--- src/rtl/bsc_ompss_addr_interleaver_pipe.sv ---
// Generic register-based FIFO used as the skid buffer of the interleaver.
// Latency: a word written at edge N is readable after edge N (no bypass).
// Backpressure: wr_rdy is a register (count_next < DEPTH), no path from rd_rdy.
module bsc_ompss_aip_fifo #(
   parameter int unsigned WIDTH = 8,
   parameter int unsigned DEPTH = 2
) (
   input  logic             clk,
   input  logic             rst_n,
   input  logic             wr_vld,
   output logic             wr_rdy,
   input  logic [WIDTH-1:0] wr_dat,
   output logic             rd_vld,
   input  logic             rd_rdy,
   output logic [WIDTH-1:0] rd_dat
);

   localparam int unsigned PW = (DEPTH > 1) ? $clog2(DEPTH) : 1;

   logic [WIDTH-1:0] mem [DEPTH];
   logic [PW-1:0]    wr_ptr;
   logic [PW-1:0]    rd_ptr;
   logic [PW:0]      count;
   logic [PW:0]      count_next;
   logic             push;
   logic             pop;

   assign push   = wr_vld & wr_rdy;
   assign pop    = rd_vld & rd_rdy;
   assign rd_vld = (count != '0);
   assign rd_dat = mem[rd_ptr];

   // Occupancy after this cycle's push/pop.
   always_comb begin
      count_next = count;
      if (push && !pop) begin
         count_next = count + (PW+1)'(1);
      end else if (!push && pop) begin
         count_next = count - (PW+1)'(1);
      end
   end

   // Storage, pointers, occupancy and the registered ready flag.
   always_ff @(posedge clk or negedge rst_n) begin
      if (!rst_n) begin
         for (int i = 0; i < int'(DEPTH); i++) begin
            mem[i] <= '0;
         end
         wr_ptr <= '0;
         rd_ptr <= '0;
         count  <= '0;
         wr_rdy <= 1'b0;
      end else begin
         if (push) begin
            mem[wr_ptr] <= wr_dat;
            wr_ptr      <= (wr_ptr == PW'(DEPTH - 1)) ? '0 : wr_ptr + PW'(1);
         end
         if (pop) begin
            rd_ptr <= (rd_ptr == PW'(DEPTH - 1)) ? '0 : rd_ptr + PW'(1);
         end
         count  <= count_next;
         wr_rdy <= (count_next < (PW+1)'(DEPTH));
      end
   end

endmodule

// DDR address interleaver: rotates stride-sized chunks across banks inside the DDR window.
// Latency: beat accepted at edge N is presented after edge N through a 2-entry skid buffer.
// Backpressure: s_ready is registered, low only when both skid entries are occupied.
module bsc_ompss_addr_interleaver_pipe #(
   parameter int unsigned            ADDR_WIDTH      = 64,
   parameter int unsigned            USER_WIDTH      = 8,
   parameter int unsigned            NUM_BANKS       = 4,
   parameter int unsigned            BANK_SIZE_LOG2  = 34,
   parameter logic [ADDR_WIDTH-1:0]  BASE_ADDR       = '0,
   parameter int unsigned            STRIDE_LOG2_RST = 13,
   parameter int unsigned            CNT_WIDTH       = 32
) (
   input  logic                  aclk,
   input  logic                  aresetn,
   input  logic                  cfg_enable,
   input  logic [5:0]            cfg_stride_log2,
   input  logic                  cfg_load,
   output logic                  cfg_err,
   input  logic                  s_valid,
   output logic                  s_ready,
   input  logic [ADDR_WIDTH-1:0] s_addr,
   input  logic [USER_WIDTH-1:0] s_user,
   output logic                  m_valid,
   input  logic                  m_ready,
   output logic [ADDR_WIDTH-1:0] m_addr,
   output logic [USER_WIDTH-1:0] m_user,
   output logic                  m_hit,
   output logic [3:0]            m_bank,
   input  logic [3:0]            cnt_sel,
   input  logic                  cnt_clr,
   output logic [CNT_WIDTH-1:0]  cnt_data
);

   localparam int unsigned NB  = $clog2(NUM_BANKS);
   localparam int unsigned NBW = (NB > 0) ? NB : 1;
   localparam int unsigned AIW = $clog2(ADDR_WIDTH);

   // Window bounds carried at ADDR_WIDTH+1 bits so a window ending exactly at
   // 2^ADDR_WIDTH does not wrap.
   localparam logic [ADDR_WIDTH:0] WIN_LO   = {1'b0, BASE_ADDR};
   localparam logic [ADDR_WIDTH:0] WIN_SPAN = (ADDR_WIDTH+1)'(NUM_BANKS) << BANK_SIZE_LOG2;

   typedef struct packed {
      logic [ADDR_WIDTH-1:0] addr;
      logic [USER_WIDTH-1:0] user;
      logic                  hit;
      logic [3:0]            bank;
   } beat_t;

   logic                  en_q;
   logic [5:0]            s_q;
   logic [6:0]            stride_end;
   logic                  stride_bad;

   logic [ADDR_WIDTH:0]   off_ext;
   logic [ADDR_WIDTH-1:0] off;
   logic [ADDR_WIDTH-1:0] remap_off;
   logic [NBW-1:0]        bank_idx;
   logic                  in_win;
   logic                  hit;
   beat_t                 in_beat;
   beat_t                 out_beat;

   logic [CNT_WIDTH-1:0]  cnt_q [NUM_BANKS];
   logic [CNT_WIDTH-1:0]  cnt_mux;
   logic                  out_hs;

   // ---------------------------------------------------------------- config
   // A stride is usable only if the bank-select field sits at bit 6 or above
   // and ends at or below the bank-size field it is swapped with.
   assign stride_end = {1'b0, cfg_stride_log2} + 7'(NB);
   assign stride_bad = (cfg_stride_log2 < 6'd6) || (stride_end > 7'(BANK_SIZE_LOG2));

   // Config registers; an illegal load disables interleaving but keeps the old stride.
   always_ff @(posedge aclk or negedge aresetn) begin
      if (!aresetn) begin
         en_q    <= 1'b0;
         s_q     <= 6'(STRIDE_LOG2_RST);
         cfg_err <= 1'b0;
      end else if (cfg_load) begin
         if (stride_bad) begin
            en_q    <= 1'b0;
            cfg_err <= 1'b1;
         end else begin
            en_q <= cfg_enable;
            s_q  <= cfg_stride_log2;
         end
      end
   end

   // ----------------------------------------------------------------- remap
   // Offset from the window base; an address below the base borrows into the
   // top bit and therefore lands above WIN_SPAN, so one compare covers both ends.
   assign off_ext  = {1'b0, s_addr} - WIN_LO;
   assign off      = off_ext[ADDR_WIDTH-1:0];
   assign in_win   = (off_ext < WIN_SPAN);
   assign hit      = en_q && (NUM_BANKS > 1) && in_win;
   assign bank_idx = NBW'(off >> s_q);

   // Swap the stride-selected field with the bank field, bit by bit.
   always_comb begin
      logic [AIW-1:0] lo_pos;
      logic [AIW-1:0] hi_pos;
      remap_off = off;
      lo_pos    = '0;
      hi_pos    = '0;
      for (int i = 0; i < int'(NB); i++) begin
         lo_pos            = AIW'(s_q) + AIW'(i);
         hi_pos            = AIW'(BANK_SIZE_LOG2 + i);
         remap_off[lo_pos] = off[hi_pos];
         remap_off[hi_pos] = off[lo_pos];
      end
   end

   // Beat as it will be stored in the skid buffer.
   always_comb begin
      in_beat      = '0;
      in_beat.user = s_user;
      in_beat.hit  = hit;
      if (hit) begin
         in_beat.addr = BASE_ADDR + remap_off;
         in_beat.bank = 4'(bank_idx);
      end else begin
         in_beat.addr = s_addr;
         in_beat.bank = 4'd0;
      end
   end

   // ----------------------------------------------------------- skid buffer
   bsc_ompss_aip_fifo #(
      .WIDTH ($bits(beat_t)),
      .DEPTH (2)
   ) u_skid (
      .clk    (aclk),
      .rst_n  (aresetn),
      .wr_vld (s_valid),
      .wr_rdy (s_ready),
      .wr_dat (in_beat),
      .rd_vld (m_valid),
      .rd_rdy (m_ready),
      .rd_dat (out_beat)
   );

   assign m_addr = out_beat.addr;
   assign m_user = out_beat.user;
   assign m_hit  = out_beat.hit;
   assign m_bank = out_beat.bank;

   // -------------------------------------------------------------- counters
   assign out_hs = m_valid & m_ready & m_hit;

   // Per-bank saturating hit counters; a clear beats a same-cycle increment.
   always_ff @(posedge aclk or negedge aresetn) begin
      if (!aresetn) begin
         for (int b = 0; b < int'(NUM_BANKS); b++) begin
            cnt_q[b] <= '0;
         end
      end else if (cnt_clr) begin
         for (int b = 0; b < int'(NUM_BANKS); b++) begin
            cnt_q[b] <= '0;
         end
      end else if (out_hs) begin
         for (int b = 0; b < int'(NUM_BANKS); b++) begin
            if ((m_bank == 4'(b)) && (cnt_q[b] != '1)) begin
               cnt_q[b] <= cnt_q[b] + CNT_WIDTH'(1);
            end
         end
      end
   end

   // Counter read mux; selects beyond the bank count read as zero.
   always_comb begin
      cnt_mux = '0;
      for (int b = 0; b < int'(NUM_BANKS); b++) begin
         if (cnt_sel == 4'(b)) begin
            cnt_mux = cnt_q[b];
         end
      end
   end

   // Registered counter read-back.
   always_ff @(posedge aclk or negedge aresetn) begin
      if (!aresetn) begin
         cnt_data <= '0;
      end else begin
         cnt_data <= cnt_mux;
      end
   end

endmodule

--- config.mk ---
export PLATFORM = sky130hd
export DESIGN_NAME = bsc_ompss_addr_interleaver_pipe
export DESIGN_NICKNAME = d
export VERILOG_FILES = /design/src/rtl/bsc_ompss_addr_interleaver_pipe.sv
export SDC_FILE = /design/constraint.sdc
export NUM_CORES = 1
export LEC_CHECK = 0
export ABC_AREA = 1
export ABC_CLOCK_PERIOD_IN_PS = 4700
export CAP_MARGIN = 0
export CELL_PAD_IN_SITES_DETAIL_PLACEMENT = 0
export CELL_PAD_IN_SITES_GLOBAL_PLACEMENT = 1
export CORE_MARGIN = 1
export CORE_UTILIZATION = 45
export CTS_CLUSTER_DIAMETER = 30
export DETAILED_ROUTE_END_ITERATION = 16
export PLACE_DENSITY = 0.89
export SYNTH_ARGS = -nofsm -noshare
export SYNTH_HDL_FRONTEND = slang
export SYNTH_HIERARCHICAL = 1
export SYNTH_SLANG_ARGS = --single-unit
--- constraint.sdc ---
create_clock -name aclk -period 4.7 [get_ports aclk]
set_input_delay 0.94 -clock aclk [delete_from_list [all_inputs] [get_ports aclk]]
set_output_delay 0.94 -clock aclk [all_outputs]
set_load 0.005 [all_outputs]
==> results of run 1 <==
==> kinds of logic after synthesis <==
family,count (synthesis),synth area share [%]
buf+inv,504,9.42
other cells,1,0.0171
simple gates,1864,36.6
xor+xnor,48,2.00
fa+ha+maj,8,0.457
flops,327,37.3
compound gates,577,14.2
==> per-stage QoR <==
step / instance area [um^2] / util [%] / std cells / worst slack (ns) / hold slack (ns)
after global routing: 27400 / 57.2 / 4183 / 0.902 / 0.398
after detailed placement: 24300 / 50.7 / 4025 / 0.812 / 0.460
after global placement: 24300 / 50.7 / 4025 / 0.875 / 0.455
after CTS: 27400 / 57.2 / 4183 / 1.01 / 0.376
after floorplan: 21900 / - / 3330 / 2.48 / 0.445
final: 27400 / 57.2 / 4183 / 0.992 / 0.346
==> worst paths after layout <==
| check | to | slack [ns] | depth (start not counted) |
|---|---|---|---|
| setup / recovery | u_skid/mem[19] | 0.99 | 13 |
| hold / removal | u_skid/mem[88] | 0.35 | 1 |
| setup reg to reg | u_skid/mem[19] | 0.99 | 13 |
| hold reg to reg | flop | 0.47 | 2 |
| max in group asynchronous | cnt_q[22] | 3.30 | 2 |
| min in group aclk | flop | 0.47 | 2 |
==> synthesized netlist by cell type (23+ instances only) <==
master | count | area share (%)
clkbuf_1 | 69 | 1.2
nand4_1 | 111 | 3.2
a21oi_1 | 82 | 1.9
nand2_1 | 1033 | 18
xor2_1 | 36 | 1.4
o21ai_1 | 158 | 3.6
nor3_1 | 62 | 1.4
o21ai_0 | 245 | 5.6
o22ai_1 | 24 | 0.68
buf_1 | 23 | 0.39
nand3_1 | 269 | 6.1
nor2_1 | 330 | 5.6
inv_1 | 329 | 5.6
buf_2 | 47 | 1.1
dfrtp_1 | 324 | 37
o211ai_1 | 24 | 0.82
==> power by group through the flow <==
stage                     clock network, mW  logic, mW  registers (mW)
after CTS                              6.32       4.04            3.80
after global placement                    0       3.96            3.81
after detailed placement                  0       4.00            3.83
after global routing                   6.48       4.43            3.88
after floorplan                           0       2.18            3.75
final                                  6.27       4.06            3.81
==> final cells by class <==
cell class / count / area (um^2) / area share [%]
multi-input cells: 2499 / 11700 / 42.6
flip-flops and latches: 327 / 8190 / 29.9
clock buffers: 109 / 2380 / 8.69
repair buffers: 235 / 2340 / 8.55
inverters: 349 / 1320 / 4.80
well taps: 615 / 769 / 2.81
clock inverters: 49 / 726 / 2.65
==> sequential cells by signal, summed over array words and instances, names as in the netlist, 6 cells and up, named ones only <==
| signal | flops |
|---|---|
| cnt_q | 128 |
| s_q | 6 |
| cnt_data | 32 |
| u_skid/mem | 154 |
==> worst max-delay path, cell delays in order, from the launching register on <==
cell,delay (ns)
dfstp_2,0.52
ha_1,0.19
inv_1,0.05
nand2_1,0.06
nand2_1,0.31
nor2_1,0.35
inv_1,0.08
nor2_1,0.66
inv_1,0.49
o21ai_0,0.48
nand3_1,0.12
o21ai_1,0.10
inv_1,0.06
o21ai_0,0.15
==> layer usage <==
layer	part of all wire, %	wire, um
met3	11	9890
met4	2.8	2450
met1	45	39000
met5	0	0
met2	41	36000
==> impl_metrics.toml, run 1 <==
[sta]
grt_setup_unrepaired = "false"
fin_crit_ns = 3.71
finalMaxSlewViolations = 0
finalCritPeriodShare_pct = 78.9
skew_ns = 0.0271
worst_slew_pin_slew_ns = 1.19
setup_viol = 0
tns_ns = 0
fmax_mhz = 270
hold_viol = 0
relSlewSlack_pct = 20.7

[cts]
root_buffer = "clkbuf_16"
ctsHoldBuffers = 0
clk_pin_slew_worst_paths_ns = 0.04
cts_max_path_buffers = 3
worst_skew_pair.late_latency_ns = 0.62
cts_tree = "built"
cts_sinks = 327
cts_resized = 0
cts_max_level = 3
cts_setup_buffers = 0
cts_buffers = 86

[grt]
grt_use_met3_pct = 7.96
grt_use_met2_pct = 49.0
met1_usage_pct = 52.6
grt_overflow_total = 0
grt_max_degree = 97
grt_pass1_wl_um = 133000
grt_pass1_vias = 22097
grt_busiest_layer = "met1"
antenna_found_initial = 0
grt_util_all_layers_pct = 35.0

[synth]
ys_warn_count = 6
synth_ff_type = "dfrtp_1"
ys_seq_elements = 327
synthArstFlopShare_pct = 100
synth_edf_count = 0
avgSynthCellArea_um2 = 6.59
yosysSeqAreaShare_pct = 37.3
netlist_area_um2 = 21900
ys_types = 55
synthCells = 3329

[floorplan]
io_pins = 201
rows = 80
coreArea_um2 = 47900
initial_utilization_pct = 45.7
die_w_um = 223
die_area_um2 = 49600
die_h_um = 223

[pwr]
powerDensity_nw_per_um2 = 516
power_mw = 14.1
switching_share_pct = 33.6
irDropWorstVdd_v = 0.000297
p_int_mw = 9.40
seq_power_share_pct = 26.9
power.switching_mw = 4.75
clkPwrFrac_pct = 44.3
comb_power_share_pct = 28.7
total_leakage_power_nw = 12.4

[critical_path]
cp.required_ns = 5.21
worstSetupPathType = "reg -> reg"
crit_fanout = 12
cp-startpoint = "s_q[0]"
end_kind = "flop"
rr_startpoint = "s_q[0]"
start_kind = "flop"
critical_path_arrival_ns = 4.22

[detailed_routing]
drc = 0
vias_per_cell = 5.80
via_count = 24242
initialDrtViolationCount = 3295
wirelength_um = 87300
avgRoutedWirePerCell_um = 20.9
dr.pass1.iters = 8
ant_nets = 0

[hold_path]
worst_hold_path_type = "in -> async"

[layout]
layout_commonest_cell = "nand2_1"
area_delta_synth_final_pct = 25.0
fillers = 4653
drive_gt1_share_pct = 7.46
antennaDiodeCount = 0
mostFrequentLayoutCells = "nand2_1 (1033), nor2_1 (330), inv_1 (328)"
fin_nets = 3595

[place]
portBuffers = 200
place_congestion = 0.992
dp_hpwl_um = 63700

[status]
status = "completed"

[flow_run]
cap_violations = 0
(Power assumes the default switching activity.)
==> inputs of run 2 (changes only) <==
Settings changed: ABC_CLOCK_PERIOD_IN_PS 4700 to 3380, CORE_UTILIZATION 45 to 38, PLACE_DENSITY 0.89 to 0.81.
Clock period 4.7 ns to 3.38 ns, I/O delays scaled along.
==> run 2 against run 1 <==
Flip-flop and latch count unchanged. Combinational power is 40% higher. Critical endpoint is now m_bank[1]. Via count down 4.3%. Critical path type is now reg -> out. Register-to-register slack got worse by 0.58 ns. Die area up 18%. Utilization fell by 8.0 points. Largest cell class unchanged. Clock skew fell by 0.00075 ns. First-iteration DRC count shrank 31%. Global-route usage is 7.0 points lower. Routed wire length fell by 5.4%. Worst setup slack got worse by 0.72 ns.
==> impl_metrics.toml, run 2 (synthesis results as in run 1) <==
[cts]
cts_tree = "built"
cts_setup_buffers = 0
clk_pin_slew_worst_paths_ns = 0.05
cts_max_path_buffers = 3
cts_sinks = 327
root_buffer = "clkbuf_16"
cts_buffers = 85
worst_skew_pair.late_latency_ns = 0.61
ctsHoldBuffers = 0
cts_max_level = 3
cts_resized = 0

[place]
pre_cts_ws_ns = 0.351
portBuffers = 200
dp_hpwl_um = 61100
place_congestion = 0.942
place_area_um2 = 24800

[critical_path]
ff2ff_path_depth = 10
path_cells = "inv_2 -> buf_4 -> nand2_1 -> nand2_1 -> clkdlybuf4s50_1"
crit_slowest_cell = "clkdlybuf4s50_1"
crit_fanout = 17
critical_path_arrival_ns = 2.43
end_kind = "output port"
rrSetupSlack_ns = 0.41
start_kind = "flop"
slowest_delay_ns = 0.57
cpMostUsedCell = "nand2_1"
rr_startpoint = "s_q[1]"
r2r_end = "u_skid/mem[15]"
worstSetupPathType = "reg -> out"
cp.required_ns = 2.70

[sta]
grt_setup_unrepaired = "false"
worst_slew_pin_slew_ns = 0.643
setup_viol = 0
fin_crit_ns = 3.11
relSlewSlack_pct = 57.1
skew_ns = 0.0263
tns_ns = 0
hold_viol = 0
fmax_mhz = 322
finalMaxSlewViolations = 0
finalCritPeriodShare_pct = 92.0
fin_ws_ns = 0.270

[detailed_routing]
dr.pass1.iters = 6
via_count = 23207
avgRoutedWirePerCell_um = 19.0
initialDrtViolationCount = 2285
vias_per_cell = 5.33
ant_nets = 0
drc = 0
wirelength_um = 82600

[layout]
layout_commonest_cell = "nand2_1"
design_area_um2 = 27900
largestRegisters = "u_skid/mem x154, cnt_q x128, cnt_data x32"
area_delta_synth_final_pct = 27.1
antennaDiodeCount = 0
fin_nets = 3626
largest_reg_flops = 154
mostFrequentLayoutCells = "nand2_1 (1033), nor2_1 (330), inv_1 (328)"
largest_register = "u_skid/mem"
drive_gt1_share_pct = 8.31

[grt]
grt_pass1_vias = 21639
grt_max_degree = 82
grt_pass1_wl_um = 129000
antenna_found_initial = 0
grt_util_all_layers_pct = 28.0
grt_overflow_total = 0

[floorplan]
io_pins = 201
initial_utilization_pct = 38.7
die_h_um = 242
rows = 87
die_area_um2 = 58700
coreArea_um2 = 56700
die_w_um = 242

[pwr]
irDropWorstVdd_v = 0.000533
total_leakage_power_nw = 12.6
powerDensity_nw_per_um2 = 697

[hold_path]
worst_hold_path_type = "in -> async"

[status]
status = "completed"

[flow_run]
cap_violations = 0
[run 2: cell types whose count changed in the layout (fill, tap and decap cells not counted)]
cell / before / now
buf_12: 6 / 14
buf_4: 29 / 53
bufinv_16: 14 / 11
clkbuf_1: 11 / 10
clkbuf_16: 88 / 87
clkbuf_8: 10 / 16
clkinv_2: 20 / 17
clkinv_4: 0 / 3
clkinvlp_4: 5 / 10
inv_16: 3 / 1
inv_6: 7 / 3
[run 2: how the worst max path moves through the flow]
stage                        startpoint              end  slack (ns)  cells after the start
after floorplan                  s_q[1]   u_skid/mem[75]        1.24                     13
after CTS                 u_skid/rd_ptr        m_bank[1]        0.26                      5
after global placement       s_addr[37]    u_skid/mem[1]        0.39                     13
after detailed placement     s_addr[37]    u_skid/mem[1]        0.35                     13
final                     u_skid/rd_ptr        m_bank[1]        0.27                      5
after global routing             s_q[1]  u_skid/mem[109]        0.16                     11
[run 2: stage by stage]
stage	power (mW)	utilization, %	hold WS (ns)	std cells
after CTS	19.5	49.1	0.0336	4356
final	19.4	49.1	0.00749	4356
after detailed placement	11.0	43.8	0.469	4198
after floorplan	8.24	-	0.380	3330
after global placement	11.0	43.8	0.459	4198
after global routing	20.4	49.1	0.0549	4356
[run 2: per-layer routing]
| metal | track usage [%] | vias up | share of wire, % |
|---|---|---|---|
| li1 | - | 11339 | - |
| met1 | 42.3 | 10846 | 48 |
| met2 | 40.0 | 881 | 42 |
| met3 | 4.46 | 141 | 6.9 |
| met4 | 9.55 | 0 | 2.6 |
| met5 | 0 | - | 0 |
[run 2: critical path, delay by kind of cell (launching register included)]
family                 cells  cell delay (ns)
buffers and inverters      3             1.08
DFF                        1             0.42
and+or+nand+nor            2             0.31
[run 2: cell type report]
| type | instances | area, um^2 |
|---|---|---|
| timing repair buffer | 267 | 2690 |
| fill | 5699 | 28900 |
| multi-input combinational | 2499 | 11700 |
| clock inverter | 45 | 609 |
| sequential | 327 | 8190 |
| inverter | 349 | 1320 |
| tap | 756 | 946 |
| clock buffer | 113 | 2430 |
[run 2: power by group]
part	internal [mW]	leakage [nW]	total (mW)	switching [mW]
sequential	4.81	4.31	5.29	0.475
combinational	2.30	6.78	5.68	3.39
clock	5.88	1.47	8.44	2.56
total	13.0	12.6	19.4	6.42
